===== src/rtl/clk_div_bank.sv =====
// clk_div_bank: run-time programmable bank of 50%-duty clock dividers.
//
// Each channel produces a divided output and a one-cycle tick on its rising
// edge. A startup counter holds every channel quiet after reset.
// New ratios are held in shadow registers and take effect only at a period
// boundary or on sync, so the output never glitches.
//
// Ports:
//   clk, rstn            sampling clock, async active-low reset
//   cfg_wr/cfg_ch        config write strobe and target channel
//   cfg_div/phase/en     new half-period-1, sync phase, enable
//   sync                 realign all channels to their phase values
//   div_out/tick/pend    per-channel output, rise tick, shadow pending
//   rst_out              high until the startup counter saturates
module clk_div_bank #(
    parameter int NCH     = 4,
    parameter int DIVW    = 8,
    parameter int DEF_DIV = 3,
    parameter bit DEF_EN  = 1'b1,
    parameter int RSTW    = 16
) (
    input  logic            clk,
    input  logic            rstn,
    input  logic            cfg_wr,
    input  logic [3:0]      cfg_ch,
    input  logic [DIVW-1:0] cfg_div,
    input  logic [DIVW-1:0] cfg_phase,
    input  logic            cfg_en,
    input  logic            sync,
    output logic [NCH-1:0]  div_out,
    output logic [NCH-1:0]  tick,
    output logic [NCH-1:0]  pend,
    output logic            rst_out
);

    localparam logic [DIVW-1:0] DEF_DIV_V = DIVW'(DEF_DIV);

    logic [RSTW-1:0] scnt_q, scnt_d;

    logic [DIVW-1:0] hcnt_q    [NCH];
    logic [DIVW-1:0] hcnt_d    [NCH];
    logic [DIVW-1:0] act_div_q [NCH];
    logic [DIVW-1:0] act_div_d [NCH];
    logic [DIVW-1:0] sh_div_q  [NCH];
    logic [DIVW-1:0] sh_div_d  [NCH];
    logic [DIVW-1:0] phase_q   [NCH];
    logic [DIVW-1:0] phase_d   [NCH];

    logic [NCH-1:0] en_q, en_d;
    logic [NCH-1:0] sh_en_q, sh_en_d;
    logic [NCH-1:0] div_q, div_d;
    logic [NCH-1:0] tick_q, tick_d;
    logic [NCH-1:0] pend_q, pend_d;
    logic [NCH-1:0] wr_hit;

    assign rst_out = ~(&scnt_q);
    assign div_out = div_q;
    assign tick    = tick_q;
    assign pend    = pend_q;

    // Indices at or above NCH match no channel, so such writes vanish.
    always_comb begin
        for (int i = 0; i < NCH; i++) begin
            wr_hit[i] = cfg_wr && (cfg_ch == 4'(i));
        end
    end

    always_comb begin
        scnt_d = (&scnt_q) ? scnt_q : scnt_q + 1'b1;
        for (int i = 0; i < NCH; i++) begin
            // A write lands in the shadow first, so anything applied
            // in this same cycle already sees the new value.
            sh_div_d[i]  = wr_hit[i] ? cfg_div   : sh_div_q[i];
            phase_d[i]   = wr_hit[i] ? cfg_phase : phase_q[i];
            sh_en_d[i]   = wr_hit[i] ? cfg_en    : sh_en_q[i];
            pend_d[i]    = pend_q[i] | wr_hit[i];
            act_div_d[i] = act_div_q[i];
            en_d[i]      = en_q[i];
            hcnt_d[i]    = hcnt_q[i];
            div_d[i]     = div_q[i];
            tick_d[i]    = 1'b0;

            if (rst_out) begin
                hcnt_d[i] = '0;
                div_d[i]  = 1'b0;
            end else if (sync) begin
                act_div_d[i] = sh_div_d[i];
                en_d[i]      = sh_en_d[i];
                pend_d[i]    = 1'b0;
                div_d[i]     = 1'b0;
                hcnt_d[i]    = '0;
                if (sh_en_d[i]) begin
                    hcnt_d[i] = (phase_d[i] < sh_div_d[i]) ?
                                phase_d[i] : sh_div_d[i];
                end
            end else if (!en_q[i]) begin
                // Idle channels have no boundary; apply one cycle
                // after the write instead.
                hcnt_d[i] = '0;
                div_d[i]  = 1'b0;
                if (pend_q[i]) begin
                    act_div_d[i] = sh_div_d[i];
                    en_d[i]      = sh_en_d[i];
                    pend_d[i]    = 1'b0;
                end
            end else if (hcnt_q[i] == act_div_q[i]) begin
                hcnt_d[i] = '0;
                if (div_q[i]) begin
                    div_d[i] = 1'b0;
                end else begin
                    // Period boundary: safe point to swap the ratio.
                    if (pend_d[i]) begin
                        act_div_d[i] = sh_div_d[i];
                        en_d[i]      = sh_en_d[i];
                        pend_d[i]    = 1'b0;
                    end
                    div_d[i]  = en_d[i];
                    tick_d[i] = en_d[i];
                end
            end else begin
                hcnt_d[i] = hcnt_q[i] + 1'b1;
            end
        end
    end

    always_ff @(posedge clk or negedge rstn) begin
        if (!rstn) begin
            scnt_q  <= '0;
            en_q    <= {NCH{DEF_EN}};
            sh_en_q <= {NCH{DEF_EN}};
            div_q   <= '0;
            tick_q  <= '0;
            pend_q  <= '0;
            for (int i = 0; i < NCH; i++) begin
                hcnt_q[i]    <= '0;
                act_div_q[i] <= DEF_DIV_V;
                sh_div_q[i]  <= DEF_DIV_V;
                phase_q[i]   <= '0;
            end
        end else begin
            scnt_q  <= scnt_d;
            en_q    <= en_d;
            sh_en_q <= sh_en_d;
            div_q   <= div_d;
            tick_q  <= tick_d;
            pend_q  <= pend_d;
            for (int i = 0; i < NCH; i++) begin
                hcnt_q[i]    <= hcnt_d[i];
                act_div_q[i] <= act_div_d[i];
                sh_div_q[i]  <= sh_div_d[i];
                phase_q[i]   <= phase_d[i];
            end
        end
    end

endmodule


===== config.mk =====
export PLATFORM = sky130hd
export DESIGN_NAME = clk_div_bank
export DESIGN_NICKNAME = d
export VERILOG_FILES = /design/src/rtl/clk_div_bank.sv
export SDC_FILE = /design/constraint.sdc
export NUM_CORES = 1
export LEC_CHECK = 0
export BUFFER_PORTS_ARGS = -buffer_cell sky130_fd_sc_hd__buf_2
export CAP_MARGIN = 25
export CORE_MARGIN = 3
export CORE_UTILIZATION = 45
export DETAILED_ROUTE_END_ITERATION = 7
export REMOVE_ABC_BUFFERS = 1
export SLEW_MARGIN = 10
export SYNTH_ARGS = -nofsm -noshare
export SYNTH_HDL_FRONTEND = slang
export SYNTH_SLANG_ARGS = --single-unit

===== constraint.sdc =====
create_clock -name clk -period 2.95 [get_ports clk]
set_clock_uncertainty 0.15 [all_clocks]
set_input_delay 0.4425 -clock clk [delete_from_list [all_inputs] [get_ports clk]]
set_output_delay 0.4425 -clock clk [all_outputs]
set_load 0.01 [all_outputs]

Word-level counts from Yosys, hierarchy flattened --
Cells that the tools add are included.
Storage, ports and cells: bits in registers 164, input bits 25, word-level logic and storage cells 220
Cells by class: $add $sub $neg 5, order comparisons 4, eq/ne operators 23, muxes and demuxes 144, bitwise logic cells 5, reductions and logical operators 14
Operators by type and width (count):
- two-way mux 8 bit | 56
- two-way mux 1 bit | 88
- AND reduction 20 bit | 4
- adder 8 x 1 -> 8 bit, second input constant | 4
- equality test 8 bit | 4
- less-than comparator 8 bit | 4
- inequality test 3 x 2 -> 1 bit, second input constant | 8
- adder 16 x 1 -> 16 bit, second input constant | 1
- inequality test 4 x 3 -> 1 bit, second input constant | 4
- AND reduction 16 bit | 1
- inequality test 3 bit, second input constant | 4
- nonzero test 3 bit | 4
- equality test 4 x 2 -> 1 bit, second input constant | 2
- equality test 4 x 1 -> 1 bit, second input constant | 1
- logical AND 1 bit | 4
- logical NOT 4 bit | 1
- OR 1 bit | 4
- inverter 1 bit | 1

Longest topological paths before layout --
Gate-level depths: netlist of the first run.
word-level depth 9, depth in mapped cells 14, depth with buffers taken out 12

Worst setup path before layout of the first run --
OpenSTA, ideal clock, no wires.
path type input to register, start point in cfg_ch[1], end point reg hcnt_q[25] (netlist bit), library setup time 121 ps, arrival 3242 ps, required time 2679 ps, setup slack -563 ps, stages on the path 12, cells stage by stage or4b_4 > nor2_8 > buf_2 > mux2_2 > ha_1 > a21o_1 > a21oi_1 > nand2_1 > o21bai_1 > o221ai_2 > mux2_1 > a22o_1
RTL lines:
- from (decl) | RTL line 25 | input logic [3:0] cfg_ch,
- to (signal, indexed assignment) | RTL line 148 | hcnt_q[i] <= hcnt_d[i];
- to (decl) | RTL line 40 | logic [DIVW-1:0] hcnt_q [NCH];

==> summary.md, run 1 <==
| Metric | Value |
|---|---|
| Initial antenna violation count | `0` |
| Hold depth | `3` |
| Worst EP required | `3.11 ns` |
| Vias in the first global route | `6492` |
| CP max stage delay | `0.58 ns` |
| Routed len/inst | `19.27 um` |
| Worst EP arrival | `3.21 ns` |
| Final Setup Violations | `7` |
| Crit. End Element | `register` |
| All-Layer GR Usage | `0.2209` |
| Initial core utilization | `0.4598` |
| Num ports | `38` |
| Achievable clock frequency | `0.3282 GHz` |
| Top Family by Delay on Critical Path | `simple AND/OR/NAND/NOR gates` |
| Clk slew on worst S/H paths | `0.07 ns` |
| Die Width | `141.9 um` |
| Final TNS setup | `-0.2685 ns` |
| Dominant cell type by area after synthesis | `dfrtp_1` |
| Port bufs | `37` |
| Max IR drop VDD | `0.5153 mV` |
| Pre-CTS setup slack | `-0.5949 ns` |
| Min-delay src | `cfg_phase[2]` |
| Row count | `49` |
| Failing checks | `setup timing` |
| Seq/Total Area, Yosys | `0.4971` |
| Critical path cell sequence | `buf_6, or4b_4, nor2_8, buf_6, mux2_2, ha_1, a31oi_2, a21oi_2, o221ai_4, buf_4, or2_1, a32o_1` |
| Die height | `141.9 um` |
| Synth Flop Type | `dfrtp_1` |
| Total wire length | `21.65 mm` |
| Worst R2R Start | `hcnt_q[13]` |
| Area grow syn2layout | `28.87%` |
| Status | `finished, violations left` |
| Final hold viol count | `0` |
| MaxCap Viol Count | `0` |
| Average size of a mapped cell | `11.39 um2` |
| CP startpoint kind | `input port` |
| CTS tree | `yes` |
| DRC viols | `0` |
| Vias | `6168` |
| Largest net degree at the start of global routing | `62` |
| RSZ-0062 raised after global routing | `true` |
| Bufs and invs on worst path | `3` |
| Final Cell Area | `0.01072 mm2` |
| Top cell by count, worst path | `buf_6` |
| Top cell type's share of synthesized area | `0.4213` |
| Ant. Diodes | `0` |
| Total CTS buffers | `17` |
| Maximum root-to-sink buffer count | `2` |
| Area post-placement | `0.009505 mm2` |
| Detailed placer's ending HPWL | `15.35 mm` |
| Clock latency on the worst-skew pair | `0.43 ns` |
| Vias per cell | `5.492` |
| #FFs+latches synth | `164` |
| PD cells | `672.9 mW/mm2` |
| Worst Reg-to-Reg Cells | `7` |
| Synth unique cells | `69` |
| Total grt overflow | `0` |
| EDFF count, synth | `0` |
| Slew of the pin with the lowest slew margin | `0.7865 ns` |
| H-Tree Level Count | `4` |
| First-pass GRT wire length | `34.51 mm` |
| Final period utilization | `1.033` |
| Crit path kind | `input port to register` |
| Commonest cells in the netlist | `140 x dfrtp_1, 71 x mux2_2, 62 x nor2_1` |
| Worst hold path class | `input port to register` |
| Leakage | `5.186 nW` |
| R2R setup slack | `0.18 ns` |
| CTS root buffer | `clkbuf_16` |
| Tmin final | `3.047 ns` |
| Worst-path fanout max | `10` |
| Most frequent cell after synthesis | `dfrtp_1` |
| Slew Limit Fails | `0` |
| Critical-path top delay cell | `or4b_4` |
| Die ar. | `0.02015 mm2` |
| Synth top area cells | `dfrtp_1 42%, mux2_2 9.6%, dfstp_2 7.6%` |
| Final antenna-violating net count | `0` |
| Total core area | `0.01809 mm2` |
| CP Launch Point | `cfg_ch[1]` |
| Worst slew margin | `0.4722` |
| Mapped Cells | `730` |
| Iter 0 DRT Violations | `352` |
| TritonRoute pass-1 iters | `5` |
| Final WS setup | `-0.09682 ns` |
| Routability congestion estimate | `0.8461` |
| Final nets | `935` |
| Warnings, synthesis | `0` |
| Layout cells sized above 1 | `0.3826` |
| Layout Utilization | `0.5925` |
| Ys async rst share | `1.000` |
| Crit. path cell count | `12` |
| Total clock sinks | `164` |
| Cell area after synthesis | `0.008315 mm2` |
[cell usage in the layout, fill, tap and decap left out, types with 17 or more instances in the layout]
master and count:
a21oi_1 21, buf_2 34, buf_4 89, clkbuf_16 17
dfrtp_1 140, dfstp_2 24, ha_1 21, inv_1 36
mux2_2 62, mux2i_1 18, nand2_1 31, nand3_1 33
nor2_1 60, xor2_1 49
[worst min-delay path: cells and delay by family]
family,cells,cell delay (ns)
multiplexers,1,0.10
buffers and inverters,2,0.23
[routing by layer]
layer	vias up	wire, um	global-route usage
met1	3098	10160	0.2956
met3	29	751	0.05007
met2	120	10340	0.3612
li1	2921	-	-
met5	-	0	0
met4	0	395	0.06717
[area by class of cell]
class                   count  area [um2]
fillers                  1465        7370
clock inverters             9       152.6
clock buffers              23       467.9
multi-input cells         512        4375
flip-flops and latches    164        4134
repair buffers            143        1131
well taps                 229       286.5
inverters                  43       168.9
[flip-flops by register name, summed over array words and instances (netlist names)]
signal / flops
act_div_q: 32
div_out: 4
en_q: 4
hcnt_q: 32
pend: 4
phase_q: 32
scnt_q: 16
sh_div_q: 32
sh_en_q: 4
tick: 4
[through the flow]
stage / instances / total power, mW / hold WS, ns
2_1_floorplan: 719 / 3.632 / -0.003091
3_3_place_gp: 1078 / 4.339 / 0.2976
3_5_place_dp: 1078 / 4.391 / 0.2996
4_1_cts: 1115 / 6.915 / 0.2371
5_1_grt: 1123 / 7.564 / 0.2482
6_report: 1123 / 7.212 / 0.2379
[kinds of logic after synthesis]
kind of cell / share of synthesized area
mux: 0.1526
simple gates: 0.1144
compound gates: 0.09795
flops: 0.4971
buf+inv: 0.02678
xor+xnor: 0.06636
fa+ha+maj: 0.04484
[path summary, 6_finish.rpt]
check                                 to
min in group asynchronous   act_div_q[2]
min                          phase_q[10]
min reg2reg                      en_q[2]
max reg2reg                act_div_q[12]
max in group asynchronous        en_q[2]
max                           hcnt_q[30]
[power breakdown]
group / internal [mW] / leakage, nW / switching, mW
Clock: 1.46 / 0.293 / 0.901
Sequential: 2.50 / 2.08 / 0.0822
Combinational: 1.13 / 2.81 / 1.13
Total: 5.10 / 5.19 / 2.11
[repair_timing]
| action | 4_1_cts | 5_1_grt |
|---|---|---|
| setup endpoints to repair | 27 | 38 |
| hold buffers | 1 | 0 |
| resized for setup | 33 | 61 |
| hold endpoints to repair | 40 | 0 |
| gates cloned | 1 | 0 |
| buffers inserted | 3 | 8 |
| pin swaps | 17 | 25 |
Note: power is estimated with default switching activity, not from simulation.
==> run 2, diff against run 1 <==
--- a/config.mk
+++ b/config.mk
@@ -10,6 +10,7 @@
 export CORE_MARGIN = 3
 export CORE_UTILIZATION = 45
 export DETAILED_ROUTE_END_ITERATION = 7
+export MAX_ROUTING_LAYER = met4
 export REMOVE_ABC_BUFFERS = 1
 export SLEW_MARGIN = 10
 export SYNTH_ARGS = -nofsm -noshare
==> constraint.sdc (replaced) <==
create_clock -name clk -period 3.1 [get_ports clk]
set_clock_uncertainty 0.15 [all_clocks]
set_input_delay 0.465 -clock clk [delete_from_list [all_inputs] [get_ports clk]]
set_output_delay 0.465 -clock clk [all_outputs]
set_load 0.01 [all_outputs]
==> run 2 against run 1 <==
The flow still finishes with violations (setup timing). Non-clock buffer count decreased by 9. Via count up 0.50%. First-iteration DRC count is 9.1% lower. Sequential power is 5% lower. Power is 6.4% lower. Largest cell class is now registers.
==> summary.md, run 2 (synthesized netlist as in run 1, its figures left out) <==
| Metric | Value |
|---|---|
| Status | `finished, violations left` |
| Failing checks | `setup timing` |
| Worst-path fanout max | `5 (-5)` |
| H-Tree Level Count | `4 (unchanged)` |
| Worst Reg-to-Reg Cells | `7 (unchanged)` |
| Tmin final | `3.155 ns` |
| Clock share of power | `0.360 (+0.033)` |
| Crit path kind | `input port to register` |
| Num ports | `38 (unchanged)` |
| Total core area | `0.01809 mm2 (unchanged)` |
| Area grow syn2layout | `24.45%` |
| Vias in the first global route | `6561 (+1.1%)` |
| Leakage | `5.086 nW (-1.9%)` |
| Pint | `4.847 mW (-4.9%)` |
| Critical path cell sequence | `buf_6, or4b_4, nor2_8, buf_6, mux2_4, ha_4, a21o_1, a21oi_2, nand2_1, o21bai_1, o221ai_2, mux2_4, a22o_1` |
| Most Crowded Layer GR | `met2` |
| Worst EP required | `3.27 ns (+0.16 ns)` |
| Total clock sinks | `164 (unchanged)` |
| Bufs and invs on worst path | `2 (-1)` |
| R2R setup slack | `0.24 ns (+0.06 ns)` |
| Hold depth | `2 (-1)` |
| Grt met1 use | `0.2913 (-0.004289)` |
| CTS root buffer | `clkbuf_16` |
| Crit. path cell count | `13 (+1)` |
| Slew Limit Fails | `0 (unchanged)` |
| All-Layer GR Usage | `0.2289 (+0.008021)` |
| Final hold viol count | `0 (unchanged)` |
| Critical path capture point | `hcnt_q[25]` |
| CP Launch Point | `cfg_ch[3]` |
| Capturing point of the worst reg2reg path | `act_div_q[11]` |
| # fillers | `1500 (+2.4%)` |
| CP startpoint kind | `input port` |
| Pre-CTS setup slack | `-0.4322 ns (+0.1627 ns)` |
| Die ar. | `0.02015 mm2 (unchanged)` |
| M2 GR Usage | `0.3684 (+0.007239)` |
| Initial antenna violation count | `0 (unchanged)` |
| Tot Pwr | `6.753 mW (-6.4%)` |
| DRC viols | `0 (unchanged)` |
| Slew of the pin with the lowest slew margin | `0.7833 ns (-0.003134 ns)` |
| CTS tree | `yes` |
| Vias | `6199 (+0.50%)` |
| Max IR drop VDD | `0.4096 mV (-21%)` |
| P_sw | `1.906 mW (-9.8%)` |
| Worst R2R Start | `hcnt_q[10]` |
| Clk slew on worst S/H paths | `0.06 ns (about the same)` |
| Worst hold path class | `input port to register` |
| Largest net degree at the start of global routing | `64 (+3.2%)` |
| Worst slew margin | `0.4743 (+0.002103)` |
| Worst EP arrival | `3.32 ns (+0.11 ns)` |
| Layout cells sized above 1 | `0.3345 (-0.04809)` |
| Hold WS | `0.2881 ns (+0.05014 ns)` |
| Iter 0 DRT Violations | `320 (-9.1%)` |
| Routed len/inst | `19.35 um (+0.41%)` |
| Initial core utilization | `0.4598 (unchanged)` |
| Final nets | `926 (-0.96%)` |
| GR Layer Usage met3 | `0.04267 (-0.007392)` |
| Clock latency on the worst-skew pair | `0.43 ns (about the same)` |
| Row count | `49 (unchanged)` |
| Total CTS buffers | `17 (unchanged)` |
| PD cells | `652.6 mW/mm2 (-3.0%)` |
| Commonest non-fill, non-tap cell in the layout | `dfrtp_1` |
| Final Setup Violations | `7 (unchanged)` |
| Crit. End Element | `register` |
| Final antenna-violating net count | `0 (unchanged)` |
| Vias per cell | `5.565 (+1.3%)` |
| Detailed placer's ending HPWL | `15.58 mm (+1.5%)` |
| Die height | `141.9 um (unchanged)` |
| MaxCap Viol Count | `0 (unchanged)` |
| First-pass GRT wire length | `34.65 mm (+0.42%)` |
| Logic pwr share | `0.276 (-0.038)` |
| Part of the power in registers | `0.363 (+0.004)` |
| RSZ-0062 raised after global routing | `true` |
| Final WS setup | `-0.05482 ns (+0.04200 ns)` |
| Net Sw Frac | `0.2822 (-0.01083)` |
| Final period utilization | `1.018` |
| Most frequent cells in the layout | `140 x dfrtp_1, 89 x buf_4, 68 x mux2_2` |
| Total wire length | `21.56 mm (-0.39%)` |
| Top Family by Delay on Critical Path | `compound AO/OA/AOI/OAI gates` |
| Achievable clock frequency | `0.3170 GHz` |
| Port bufs | `37 (unchanged)` |
| Maximum root-to-sink buffer count | `2 (unchanged)` |
| Total grt overflow | `0 (unchanged)` |
| Critical-path top delay cell | `or4b_4` |
| Ant. Diodes | `0 (unchanged)` |
| TritonRoute pass-1 iters | `5 (unchanged)` |
| Die Width | `141.9 um (unchanged)` |
| Routability congestion estimate | `0.8723 (+3.1%)` |
| CP max stage delay | `0.59 ns (about the same)` |
[run 2: changes by cell type in the layout (fill, tap and decap cells not counted), sizes merged]
cell      before  now
buf          142  133
clkinvlp       3    0
bufinv         4    6
clkinv         2    3
[run 2: layer usage]
| layer | up-vias | share of wire |
|---|---|---|
| met5 | - | 0 |
| met4 | 0 | 0.022 |
| met3 | 31 | 0.038 |
| met2 | 149 | 0.49 |
| met1 | 3116 | 0.45 |
| li1 | 2903 | - |
[run 2: worst min path at each step]
| stage | from | end | slack [ns] |
|---|---|---|---|
| after global placement | rstn | act_div_q[3] | 0.27 |
| after CTS | cfg_phase[0] | phase_q[24] | 0.27 |
| after detailed placement | rstn | act_div_q[4] | 0.28 |
| final | cfg_phase[0] | phase_q[24] | 0.29 |
| after floorplan | rstn | act_div_q[10] | 0.02 |
| after global routing | cfg_phase[0] | phase_q[8] | 0.29 |
[run 2: area by class of cell]
type / instances / area, um2 / share of cell area
Clock buffer: 23 / 478.0 / 0.04619
Timing Repair Buffer: 134 / 999.7 / 0.09660
Multi-Input combinational cell: 512 / 4090 / 0.3952
Tap cell: 229 / 286.5 / 0.02769
Clock inverter: 9 / 198.9 / 0.01922
Inverter: 43 / 161.4 / 0.01560
Sequential cell: 164 / 4134 / 0.3995
[run 2: power groups by stage]
stage	clock [mW]	sequential, mW	combinational, mW
after floorplan	0	2.47	0.988
after global placement	0	2.48	1.67
after detailed placement	0	2.49	1.72
after CTS	2.47	2.45	1.74
after global routing	2.56	2.47	2.06
final	2.43	2.45	1.87
[run 2: metrics by stage]
stage | instance area, um2 | setup TNS (ns) | std cells | util
6_report | 10350 | -0.2079 | 1114 | 0.5722
5_1_grt | 10350 | -0.5739 | 1114 | 0.5722
4_1_cts | 10160 | 0 | 1110 | 0.5617
3_5_place_dp | 9473 | -10.87 | 1077 | 0.5238
3_3_place_gp | 9473 | -8.573 | 1077 | 0.5238
2_1_floorplan | 8254 | -6.521 | 719 | -
[run 2: timing repair]
action	CTS	global route
buffers inserted	0	3
gates resized for setup	0	33
hold endpoints to repair	41	0
hold buffers	1	0
endpoints found under the setup margin	0	31
